--- config.mk ---
export PLATFORM = sky130hd
export DESIGN_NAME = delay_line_feeder
export DESIGN_NICKNAME = d
export VERILOG_FILES = /design/src/rtl/delay_line_feeder.sv
export SDC_FILE = /design/constraint.sdc
export NUM_CORES = 1
export LEC_CHECK = 0
export CAP_MARGIN = 20
export CORE_MARGIN = 4
export CORE_UTILIZATION = 51
export DETAILED_ROUTE_END_ITERATION = 6
export GPL_ROUTABILITY_DRIVEN = 0
export GPL_TIMING_DRIVEN = 0
export MAX_ROUTING_LAYER = met4
export PLACE_DENSITY = 0.76
export SYNTH_ARGS = -nofsm -noshare
export SYNTH_HDL_FRONTEND = slang
export SYNTH_SLANG_ARGS = --single-unit
export TNS_END_PERCENT = 5
--- constraint.sdc ---
create_clock -name clk -period 3.3 [get_ports clk]
set_input_delay 0.66 -clock clk [delete_from_list [all_inputs] [get_ports clk]]
set_output_delay 0.66 -clock clk [all_outputs]
set_load 0.05 [all_outputs]
--- src/rtl/delay_line_feeder.sv ---
// delay_line_feeder
//   Paced upstream source for an 8-bit tapped delay line. Bytes arrive over a
//   valid/ready handshake into a small FIFO. In RUN, one byte is released every
//   TICK_DIV clocks onto d_out. A 2-bit tap select is held on sel_out.
//
// Ports
//   clk          in   rising-edge clock
//   reset        in   synchronous, active-high reset
//   in_data      in   byte to enqueue
//   in_valid     in   in_data is valid
//   in_ready     out  FIFO can accept (fifo_count < DEPTH)
//   sel_in       in   new tap select
//   sel_load     in   load sel_in into sel_out
//   d_out        out  most recently released byte (delay line d)
//   d_valid      out  one-clock pulse when d_out updates
//   sel_out      out  tap select (delay line sel)
//   fifo_count   out  entries held, 0..DEPTH
//   underrun_cnt out  saturating underrun counter (only with FEEDER_UNDERRUN_CNT_EN)
//
// Configuration
//   FEEDER_UNDERRUN_CNT_EN : when defined, adds the underrun_cnt port and counter.

module delay_line_feeder #(
  parameter int unsigned WIDTH    = 8,
  parameter int unsigned DEPTH    = 4,
  parameter int unsigned TICK_DIV = 4
) (
  input  logic                     clk,
  input  logic                     reset,
  input  logic [WIDTH-1:0]         in_data,
  input  logic                     in_valid,
  output logic                     in_ready,
  input  logic [1:0]               sel_in,
  input  logic                     sel_load,
  output logic [WIDTH-1:0]         d_out,
  output logic                     d_valid,
  output logic [1:0]               sel_out,
  output logic [$clog2(DEPTH):0]   fifo_count
`ifdef FEEDER_UNDERRUN_CNT_EN
  ,
  output logic [7:0]               underrun_cnt
`endif
);

  localparam int unsigned PW = $clog2(DEPTH);
  localparam int unsigned CW = $clog2(DEPTH) + 1;
  localparam int unsigned TW = $clog2(TICK_DIV);

  typedef enum logic {StIdle, StRun} state_e;

  state_e           state_q;
  logic [TW-1:0]    tick_q;
  logic [PW-1:0]    rd_ptr_q;
  logic [PW-1:0]    wr_ptr_q;
  logic [WIDTH-1:0] mem_q [DEPTH];

  logic push;
  logic tick;
  logic pop;

  // Ready is decoded from the registered count only, so a pop never frees a
  // slot for a push in the same cycle.
  assign in_ready = (32'(fifo_count) < DEPTH);
  assign push     = in_valid & in_ready;
  assign tick     = (state_q == StRun) && (tick_q == TW'(TICK_DIV - 1));
  // Uses the registered count: a byte pushed this cycle cannot be popped yet.
  assign pop      = tick && (fifo_count != '0);

  always_ff @(posedge clk) begin
    if (reset) begin
      state_q    <= StIdle;
      tick_q     <= '0;
      rd_ptr_q   <= '0;
      wr_ptr_q   <= '0;
      fifo_count <= '0;
      d_out      <= '0;
      d_valid    <= 1'b0;
      sel_out    <= 2'b00;
`ifdef FEEDER_UNDERRUN_CNT_EN
      underrun_cnt <= 8'h00;
`endif
    end else begin
      d_valid <= 1'b0;

      if (sel_load) begin
        sel_out <= sel_in;
      end

      if (push) begin
        mem_q[wr_ptr_q] <= in_data;
        wr_ptr_q        <= wr_ptr_q + PW'(1);
      end

      if (pop) begin
        d_out    <= mem_q[rd_ptr_q];
        d_valid  <= 1'b1;
        rd_ptr_q <= rd_ptr_q + PW'(1);
      end

      case ({push, pop})
        2'b10:   fifo_count <= fifo_count + CW'(1);
        2'b01:   fifo_count <= fifo_count - CW'(1);
        default: fifo_count <= fifo_count;
      endcase

      case (state_q)
        StIdle: begin
          tick_q <= '0;
          if (fifo_count != '0) begin
            state_q <= StRun;
          end
        end
        StRun: begin
          if (tick) begin
            tick_q <= '0;
            if (fifo_count == '0) begin
              // Underrun: d_out keeps its last value, wait for new data.
              state_q <= StIdle;
`ifdef FEEDER_UNDERRUN_CNT_EN
              if (underrun_cnt != 8'hFF) begin
                underrun_cnt <= underrun_cnt + 8'd1;
              end
`endif
            end
          end else begin
            tick_q <= tick_q + TW'(1);
          end
        end
        default: begin
          state_q <= StIdle;
          tick_q  <= '0;
        end
      endcase
    end
  end

endmodule
; After elaboration in Yosys (flattened, before gate mapping)
; Memories as Yosys holds them, arrays and structs flattened. A register that Yosys moved wholly into a read port is not among the register bits.
; Cells that the tools add are included.
[totals]
regBits = 13
mem_bits_rw = 32
input_bits = 14
out_inout_bits = 15
elab_cells = 35
n_memories = 1
[op_classes]
add_sub_neg = 5
magnitude_cmp = 1
eq_ne = 3
muxes = 11
n_bitwise = 2
n_reduce_logical = 5
[memory_table]
columns = memory, depth, word_bits, rd, rd_ports_with_merged_regs, write_ports, line_no
row1 = mem_q, 4, 8, 1, 1, 1, 55  ; logic [WIDTH-1:0] mem_q [DEPTH];
[ops]
columns = cell, n
row1 = $mux W1, 7
row2 = $add A2 B1 Y2 const B, 3
row3 = $pmux W3 S2, 1
row4 = $eq A2 B2 Y1 const B, 2
row5 = $pmux W2 S2, 1
row6 = $add A3 B1 Y3 const B, 1
row7 = $logic_not A3 Y1, 1
row8 = $lt A3 B3 Y1 const B, 1
row9 = $reduce_bool A3 Y1, 1
row10 = $sub A3 B1 Y3 const B, 1
row11 = $eq A2 B1 Y1 const B, 1
row12 = $logic_and A1 B1 Y1, 2
row13 = $mux W2, 1
row14 = $pmux W1 S2, 1
row15 = $reduce_bool A2 Y1, 1
row16 = $and A1 B1 Y1, 1
row17 = $not A1 Y1, 1

; Logic depth before layout (Yosys ltp)
; Gate-level depths: netlist (run 1).
[logic_depth]
depth_word = 5
depth_mapped = 9

; Worst setup path before layout (run 1)
; OpenSTA, ideal clock, no wires.
[synth_timing]
path_type = register to register
start = reg fifo_count[2]
end = reg fifo_count[2]
setup_ns = 0.073
arrival_ns = 2.347
slack_ns = 0.880
path_stages_with_launch = 9
period_less_slack_ns = 2.420
path_cell_list = dfxtp_1 and2b_2 inv_1 ha_1 inv_1 fa_1 xor2_1 or3_2 a21oi_1
[synth_via]
elab_chain_cells = 4
word_cells_on_any_way = 10
cone_classes = add/sub (2) / order compare (1) / eq/ne (2) / mux (1) / bitwise (1) / reduce/logical (3)
[synth_rtl]
columns = item, line_no
row1 = "start, declared", 38  ; output logic [$clog2(DEPTH):0] fifo_count
row2 = "start signal, assigned", 101  ; 2'b10: fifo_count <= fifo_count + CW'(1);
row3 = "start signal, assigned", 102  ; 2'b01: fifo_count <= fifo_count - CW'(1);
row4 = "start signal, assigned", 103  ; default: fifo_count <= fifo_count;
row5 = $lt A3 B3 Y1 or $reduce_bool A3 Y1 (tied branches), "63, 67"
row6 = $and A1 B1 Y1 or $logic_and A1 B1 Y1 (tied branches), "64, 67"
row7 = $eq A2 B1 Y1 or $eq A2 B2 Y1 (tied branches), 100  ; case ({push, pop})
row8 = $pmux W3 S2 or $reduce_bool A2 Y1 (tied branches), -
; Parallel ways exist; a longest one is shown, timed or not.
; A chain may end at the register's enable or synchronous reset.

; Worst setup path in the final report (run 1)
[layout_timing]
start = in in_valid
end = reg fifo_count[2]
[layout_via]
elab_chain_cells = 3
word_cells_on_any_way = 5
cone_classes = eq/ne (2) / mux (1) / bitwise (1) / reduce/logical (1)
[layout_rtl]
columns = item, line_no
row1 = "start, declared", 31  ; input logic in_valid,
row2 = $and A1 B1 Y1 (*), 64  ; assign push = in_valid & in_ready;
row3 = $eq A2 B1 Y1 or $eq A2 B2 Y1 (tied branches), 100
row4 = $pmux W3 S2 or $reduce_bool A2 Y1 (tied branches), -
; Every way passes the cells marked *; elsewhere a longest branch is shown, timed or not.

==> metrics.md, run 1 <==
| Metric | Value |
|---|---|
| Simple logic cell fraction of the synthesized area | `about 8.4%` |
| Post-synth top area cell | `sky130_fd_sc_hd__edfxtp_1` |
| Maxcap violations | `0` |
| Crit. End Element | `flop` |
| Overall Global Routing Usage | `16.36%` |
| Outcome | `complete, no violations` |
| Worst-case register-to-register setup slack | `0.96 ns` |
| Synthesized instance count | `142` |
| Post-cts repair resize count | `0` |
| Antenna Violating Nets Remaining | `0` |
| Share of layout cells above drive strength 1 | `17.98%` |
| Multiplexer fraction of the synthesized cell area | `9.587%` |
| Yosys reg bits | `53` |
| Half-perimeter wire length after placement | `2374 um` |
| Total nets after synthesis | `163` |
| WL final | `about 3600 um` |
| Residual overflow from global routing | `0` |
| Reg2Reg Launch Point | `tick_q[0]` |
| Final setup skew | `0.01199 ns` |
| Area share of fa/ha/maj cells after synthesis | `4.554%` |
| H-tree depth reported by CTS | `2` |
| Yosys synthesis warning count | `0` |
| Number of nets in the layout | `198` |
| Post-synthesis share of cell area spent on xor and xnor gates | `about 1.3%` |
| Compound-gate portion of the synthesized area | `6.711%` |
| Antenna Cells | `0` |
| Count of clock tree sinks | `53` |
| DR pass1 iterations | `4` |
| Most frequent cells after synthesis | `sky130_fd_sc_hd__edfxtp_1 (32), sky130_fd_sc_hd__dfxtp_1 (21), sky130_fd_sc_hd__nand2_1 (18)` |
| Proportion of register bits with asynchronous set or reset after synthesis | `0%` |
| Clock transition at the registers of the reported paths | `0.10 ns` |
| Top cells by area, synth | `sky130_fd_sc_hd__edfxtp_1 (46%), sky130_fd_sc_hd__dfxtp_1 (20%), sky130_fd_sc_hd__mux4_2 (8.6%), sky130_fd_sc_hd__ha_1 (3.6%), sky130_fd_sc_hd__a21oi_2 (3.4%)` |
| Starting utilization of the core area | `54.97%` |
| Input/output buffers | `28` |
| Min-delay worst type | `reg -> reg` |
| Top Ports | `29` |
| Combinational family with the most area after synthesis | `multiplexers` |
| Area of the mapped netlist | `0.002088 mm^2` |
| Post-synthesis sequential area ratio | `66.15%` |
| Maximum root-to-sink buffer count | `2` |
| Worst Hold Depth | `1` |
| Static leakage | `between 0.8 and 0.9 nW` |
| CP dominant cell by count | `sky130_fd_sc_hd__inv_1` |
| Mean area per synthesized cell | `14.71 um^2` |
| Setup-failing EPs final | `0` |
| Highest achievable clock rate | `402.9 MHz` |
| Crit-path max FO | `3` |
| Reg2Reg Depth | `9` |
| Clock insertion delay at the later pin of the skew report | `between 0.3 and 0.4 ns` |
| Normalized max-slew margin | `57.83%` |
| Global-route wire length before repair | `6009 um` |
| Area of the core region | `0.003799 mm^2` |
| Growth of design area from synthesis to finish | `21.57%` |
| Predominant post-synthesis flop cell | `sky130_fd_sc_hd__edfxtp_1` |
| Endpoint of the lowest-slack register-to-register path | `fifo_count[2]` |
| RSZ-0062 raised after global routing | `no` |
| Setup Buffers After CTS | `0` |
| TritonCTS buffer count | `5` |
| Crit path kind | `in -> reg` |
| Portion of synthesized cell area occupied by the leading cell type | `between 40% and 50%` |
| Max IR drop VDD | `between 0.0004 and 0.0005 V` |
| Crit path time final | `2.482 ns` |
| Worst min-delay path endpoint | `tick_q[0]` |
| Startpoint class of the critical path | `input pin` |
| Routed vias/inst | `5.274` |
| Antenna violations before repair | `0` |
| Vias in the first global route | `roughly 1300` |
| Total via count after detailed routing | `1192` |
| Arrival time of the worst setup path | `roughly 2.7 ns` |
| Routed length per placed instance | `around 16 um` |
| Required time at the endpoint of the critical path | `3.55 ns` |
| Most used standard cell by instance count after synthesis | `sky130_fd_sc_hd__edfxtp_1` |
| Initial DRC count | `56` |
| Setup TNS | `0 ns` |
| Cell with the largest stage delay on the worst path | `sky130_fd_sc_hd__or3_2` |
| Largest stage delay, worst path | `0.40 ns` |
| Die Footprint | `0.005183 mm^2` |
| Tightest hold margin | `0.4458 ns` |
| Number of design rule violations left after detail routing | `0` |
| Final instance count without filler cells | `226` |
| Die width | `71.99 um` |
| Placed Cells | `218` |
| Startpoint of the most critical hold path | `tick_q[0]` |
| Number of pins exceeding their max-slew limit in the final report | `0` |
| Standard-cell row count | `22` |
| Cell at the root of the clock tree | `sky130_fd_sc_hd__clkbuf_8` |
| Hold bufs inserted after CTS | `0` |
| Fraction of the cycle the final worst path needs | `75.22%` |
| Areal power density over the cells | `495.2 mW/mm^2` |
| Clock tree from TritonCTS | `done` |
| List of cells traversed by the critical path | `clkdlybuf4s50_1 > and2b_2 > inv_1 > ha_1 > inv_1 > fa_1 > xor2_1 > or3_2 > a21oi_1` |
| Count of distinct cell types in the synthesized netlist | `28` |
| Final hold viol count | `0` |
| Pin count of the biggest net entering global routing | `17` |
| Vertical die dimension | `71.99 um` |
| Post-synth EDFFs | `32` |
| Worst slew pin tran | `0.6326 ns` |
==> sequential cells by signal, summed over array words and instances (netlist names) <==
register / count
mem_q: 32
d_out: 8
fifo_count: 3
rd_ptr_q: 2
sel_out: 2
tick_q: 2
wr_ptr_q: 2
d_valid: 1
state_q: 1
==> critical path, delay by kind of cell <==
kind,cells,cell delay [ns]
buf+inv,3,0.56
xor+xnor,1,0.16
fa+ha+maj,2,0.57
compound gates,1,0.15
simple gates,2,0.62
==> layer usage <==
metal	vias up	track usage [%]	routed length (um)
li1	569	-	-
met1	587	19.00	1534
met2	28	25.41	1776
met3	8	5.817	192
met4	0	7.724	65
met5	-	-	0
==> placed cells by master, fill, tap and decap left out, types with 2 or more instances in the layout <==
| cell | count |
|---|---|
| sky130_fd_sc_hd__mux2i_1 | 2 |
| sky130_fd_sc_hd__xor2_1 | 2 |
| sky130_fd_sc_hd__mux4_2 | 8 |
| sky130_fd_sc_hd__nand2_1 | 18 |
| sky130_fd_sc_hd__clkbuf_8 | 5 |
| sky130_fd_sc_hd__a21oi_1 | 5 |
| sky130_fd_sc_hd__nand2_2 | 2 |
| sky130_fd_sc_hd__inv_1 | 8 |
| sky130_fd_sc_hd__a21oi_2 | 8 |
| sky130_fd_sc_hd__edfxtp_1 | 32 |
| sky130_fd_sc_hd__buf_1 | 2 |
| sky130_fd_sc_hd__clkdlybuf4s50_1 | 28 |
| sky130_fd_sc_hd__buf_6 | 2 |
| sky130_fd_sc_hd__and2_1 | 4 |
| sky130_fd_sc_hd__dfxtp_1 | 21 |
| sky130_fd_sc_hd__nor2_1 | 8 |
| sky130_fd_sc_hd__ha_1 | 6 |
| sky130_fd_sc_hd__o21ai_0 | 2 |
==> metrics by stage <==
stage / util [%] / cell area [um^2] / power (mW) / setup slack [ns]
CTS: 66.83 / 2539 / 1.263 / 0.8250
detailed placement: 63.93 / 2429 / 0.8407 / 0.5126
global route: 66.83 / 2539 / 1.303 / 0.7193
finish: 66.83 / 2539 / 1.257 / 0.8179
floorplan: - / 2088 / 0.7998 / 0.8801
global placement: 63.93 / 2429 / 0.8353 / 0.5561
==> layout make-up <==
type | instances | area, um^2
Sequential cell | 53 | 1381
Fill cell | 267 | 1260
Multi-Input combinational cell | 75 | 638.1
Timing Repair Buffer | 28 | 280.3
Clock buffer | 5 | 68.82
Tap cell | 48 | 60.06
Clock inverter | 3 | 41.29
Buffer | 5 | 35.03
Inverter | 9 | 33.78
==> power by group <==
group | internal [mW] | total [mW] | switching [mW] | leakage (nW)
Sequential | 0.722 | 0.734 | 0.0122 | 0.461
Clock | 0.223 | 0.433 | 0.209 | 0.0518
Combinational | 0.0393 | 0.0909 | 0.0516 | 0.325
==> cells by family after synthesis <==
| group | count (synthesis) |
|---|---|
| xor+xnor | 3 |
| flops | 53 |
| compound gates | 17 |
| fa+ha+maj | 7 |
| buf+inv | 14 |
| simple gates | 38 |
| mux | 10 |
==> worst max path at each step <==
| stage | start | slack (ns) | to |
|---|---|---|---|
| after global placement | in_valid | 0.56 | fifo_count[2] |
| after detailed placement | in_valid | 0.51 | fifo_count[2] |
| after global routing | in_valid | 0.72 | fifo_count[2] |
| after CTS | in_valid | 0.83 | fifo_count[2] |
| final | in_valid | 0.82 | fifo_count[2] |
| after floorplan | fifo_count[2] | 0.88 | fifo_count[2] |
Power figures use the tool's default switching activity.
==> inputs of run 2 (changes only) <==
--- a/config.mk
+++ b/config.mk
@@ -7,12 +7,12 @@
 export LEC_CHECK = 0
 export CAP_MARGIN = 20
 export CORE_MARGIN = 4
-export CORE_UTILIZATION = 51
+export CORE_UTILIZATION = 48
 export DETAILED_ROUTE_END_ITERATION = 6
 export GPL_ROUTABILITY_DRIVEN = 0
 export GPL_TIMING_DRIVEN = 0
 export MAX_ROUTING_LAYER = met4
-export PLACE_DENSITY = 0.76
+export PLACE_DENSITY = 0.75
 export SYNTH_ARGS = -nofsm -noshare
 export SYNTH_HDL_FRONTEND = slang
 export SYNTH_SLANG_ARGS = --single-unit
==> constraint.sdc (replaced) <==
create_clock -name clk -period 2.2 [get_ports clk]
set_input_delay 0.44 -clock clk [delete_from_list [all_inputs] [get_ports clk]]
set_output_delay 0.44 -clock clk [all_outputs]
set_load 0.05 [all_outputs]
==> run 2 against run 1 <==
Die area grew 5.5%; routed wire length grew 3.1%; register-to-register slack lost 0.79 ns; clock skew shrank 0.0077 ns; utilization shrank 4.6 points; global-route usage shrank 0.84 points; final cell count grew 1.8%; sequential power grew 50%; first-iteration DRC count grew 48%; critical path depth is the same; highest routed layer unchanged.
==> metrics.md, run 2 (synthesis gave the netlist of run 1 again) <==
| Metric | Value |
|---|---|
| Outcome | `complete, no violations (unchanged)` |
| Crit path time final | `2.088 ns` |
| Reg2Reg Depth | `9 (unchanged)` |
| Startpoint class of the critical path | `input pin (unchanged)` |
| Starting utilization of the core area | `50.74% (was 54.97%)` |
| Routed length per placed instance | `16.01 um (was 15.80 um)` |
| Number of design rule violations left after detail routing | `0 (unchanged)` |
| Worst-case register-to-register setup slack | `0.17 ns (was 0.96 ns)` |
| Final setup skew | `0.004300 ns (was 0.01199 ns)` |
| Overall power | `1.755 mW (was 1.257 mW)` |
| Required time at the endpoint of the critical path | `2.42 ns (was 3.55 ns)` |
| DP Area | `0.002437 mm^2 (was 0.002429 mm^2)` |
| Post-route design area | `0.002561 mm^2 (was 0.002539 mm^2)` |
| Global-route wire length before repair | `5982 um (was 6009 um)` |
| Highest achievable clock rate | `479.0 MHz` |
| Crit. End Element | `flop (unchanged)` |
| Worst Hold Depth | `2 (was 1)` |
| Normalized max-slew margin | `57.41% (was 57.83%)` |
| Total via count after detailed routing | `1177 (was 1192)` |
| Antenna Cells | `0 (unchanged)` |
| Clock transition at the registers of the reported paths | `0.09 ns (was 0.10 ns)` |
| Crit path kind | `in -> reg (unchanged)` |
| Area taken by multi-input logic gates | `663.1 um^2 (was 638.1 um^2)` |
| Area of the core region | `0.004115 mm^2 (was 0.003799 mm^2)` |
| Commonest non-fill, non-tap cells in the layout | `sky130_fd_sc_hd__edfxtp_1 (32), sky130_fd_sc_hd__clkdlybuf4s50_1 (28), sky130_fd_sc_hd__nand2_1 (18), sky130_fd_sc_hd__dfxtp_1 (18), sky130_fd_sc_hd__a21oi_2 (9) (was sky130_fd_sc_hd__edfxtp_1 (32), sky130_fd_sc_hd__clkdlybuf4s50_1 (28), sky130_fd_sc_hd__dfxtp_1 (21))` |
| Crit-path max FO | `3 (unchanged)` |
| Growth of design area from synthesis to finish | `22.65% (was 21.57%)` |
| Static leakage | `0.8367 nW (was 0.8384 nW)` |
| Worst slew pin tran | `0.6388 ns (was 0.6326 ns)` |
| Reg2Reg Launch Point | `tick_q[0] (unchanged)` |
| Post-route setup slack | `0.1123 ns (was 0.8179 ns)` |
| Standard-cell row count | `23 (was 22)` |
| DR pass1 iterations | `4 (unchanged)` |
| Final hold viol count | `0 (unchanged)` |
| Antenna Violating Nets Remaining | `0 (unchanged)` |
| Count of clock tree sinks | `53 (unchanged)` |
| Overall Global Routing Usage | `15.52% (was 16.36%)` |
| Arrival time of the worst setup path | `2.31 ns (was 2.73 ns)` |
| Fill cells | `302 (was 267)` |
| Half-perimeter wire length after placement | `2528 um (was 2374 um)` |
| Vias in the first global route | `1266 (was 1254)` |
| Share of layout cells above drive strength 1 | `22.78% (was 17.98%)` |
| Endpoint of the lowest-slack register-to-register path | `fifo_count[2] (unchanged)` |
| Residual overflow from global routing | `0 (unchanged)` |
| Routed vias/inst | `5.117 (was 5.274)` |
| Placed Cells | `220 (was 218)` |
| Min-delay worst type | `reg -> reg (unchanged)` |
| Initial DRC count | `83 (was 56)` |
| Maxcap violations | `0 (unchanged)` |
| Cell at the root of the clock tree | `sky130_fd_sc_hd__clkbuf_8 (unchanged)` |
| Maximum root-to-sink buffer count | `2 (unchanged)` |
| RSZ-0062 raised after global routing | `no (unchanged)` |
| Clock tree from TritonCTS | `done (unchanged)` |
| Register Area | `0.001388 mm^2 (was 0.001381 mm^2)` |
| Setup-failing EPs final | `0 (unchanged)` |
| Max IR drop VDD | `0.0004868 V (was 0.0004561 V)` |
| Registers with the most flip-flops | `mem_q (32), d_out (8), fifo_count (3) (unchanged)` |
| Input/output buffers | `28 (unchanged)` |
| Most frequent standard cell in the layout excluding fill and tap cells | `sky130_fd_sc_hd__edfxtp_1 (unchanged)` |
| Vertical die dimension | `73.96 um (was 71.99 um)` |
| Launching instance or port of the critical path | `in_valid (unchanged)` |
| Die width | `73.96 um (was 71.99 um)` |
| Die Footprint | `0.005470 mm^2 (was 0.005183 mm^2)` |
| Top Ports | `29 (unchanged)` |
| Hold bufs inserted after CTS | `0 (unchanged)` |
| Antenna violations before repair | `0 (unchanged)` |
| Fraction of the cycle the final worst path needs | `94.90%` |
| Pin count of the biggest net entering global routing | `16 (was 17)` |
| H-tree depth reported by CTS | `2 (unchanged)` |
| Worst min-delay path endpoint | `d_out[6] (was tick_q[0])` |
| WL final | `3682 um (was 3570 um)` |
| Areal power density over the cells | `685.4 mW/mm^2 (was 495.2 mW/mm^2)` |
| Register bank with the most flops | `mem_q (unchanged)` |
| TritonCTS buffer count | `5 (unchanged)` |
| Number of pins exceeding their max-slew limit in the final report | `0 (unchanged)` |
| Startpoint of the most critical hold path | `d_out[6] (was tick_q[0])` |
| Number of nets in the layout | `200 (was 198)` |
| Number of flip-flops in the largest register | `32 (unchanged)` |
| Clock insertion delay at the later pin of the skew report | `0.29 ns (was 0.31 ns)` |
| Pre-CTS WS | `-0.3819 ns (was 0.5126 ns)` |
| Final instance count without filler cells | `230 (was 226)` |
## run 2: area by class of cell
| class | count | share of cell area, % |
|---|---|---|
| flip-flops and latches | 53 | 54.18 |
| multi-input cells | 75 | 25.89 |
| repair buffers | 30 | 11.53 |
| clock buffers | 7 | 2.980 |
| well taps | 50 | 2.443 |
| inverters | 9 | 1.417 |
| plain buffers | 5 | 1.368 |
| clock inverters | 1 | 0.1954 |
## run 2: what timing repair did
item	CTS	global route
endpoints found under the setup margin	1	1
cloned	0	0
gates resized for setup	6	2
buffers inserted	2	0
pin swaps	0	1
## run 2: worst max-delay path, cell delays in order
cell	delay (ns)
sky130_fd_sc_hd__clkdlybuf4s50_1	0.39
sky130_fd_sc_hd__and2b_2	0.20
sky130_fd_sc_hd__inv_2	0.07
sky130_fd_sc_hd__ha_2	0.19
sky130_fd_sc_hd__inv_1	0.06
sky130_fd_sc_hd__fa_2	0.33
sky130_fd_sc_hd__xor2_1	0.16
sky130_fd_sc_hd__or3_4	0.33
sky130_fd_sc_hd__a21oi_2	0.14
## run 2: per-layer routing
layer / wire length, um / part of all wire (%) / global-route usage [%]
met5: 0 / 0 / -
met4: 23 / 0.62 / 3.018
met3: 175 / 4.8 / 4.595
met2: 1901 / 52 / 27.17
met1: 1581 / 43 / 17.73
## run 2: how the worst max path moves through the flow
stage / endpoint / slack (ns) / depth (start not counted)
after floorplan: fifo_count[2] / 0.05 / 8
after detailed placement: fifo_count[2] / -0.38 / 9
after CTS: fifo_count[2] / 0.03 / 9
final: fifo_count[2] / 0.11 / 9
after global routing: fifo_count[2] / 0.06 / 9
after global placement: fifo_count[2] / -0.33 / 9
## run 2: where the power goes
| part | total (mW) | internal [mW] | switching [mW] |
|---|---|---|---|
| logic | 0.143 | 0.0630 | 0.0797 |
| clock network | 0.512 | 0.224 | 0.288 |
| registers | 1.10 | 1.08 | 0.0190 |
| total | 1.76 | 1.37 | 0.386 |
## run 2: metrics by stage
step	TNS [ns]	hold slack [ns]	utilization [%]
floorplan	0	0.4082	-
global placement	-0.3256	0.4197	59.23
detailed placement	-0.4204	0.4274	59.23
CTS	0	0.4449	61.90
global route	0	0.4852	62.24
finish	0	0.4645	62.24
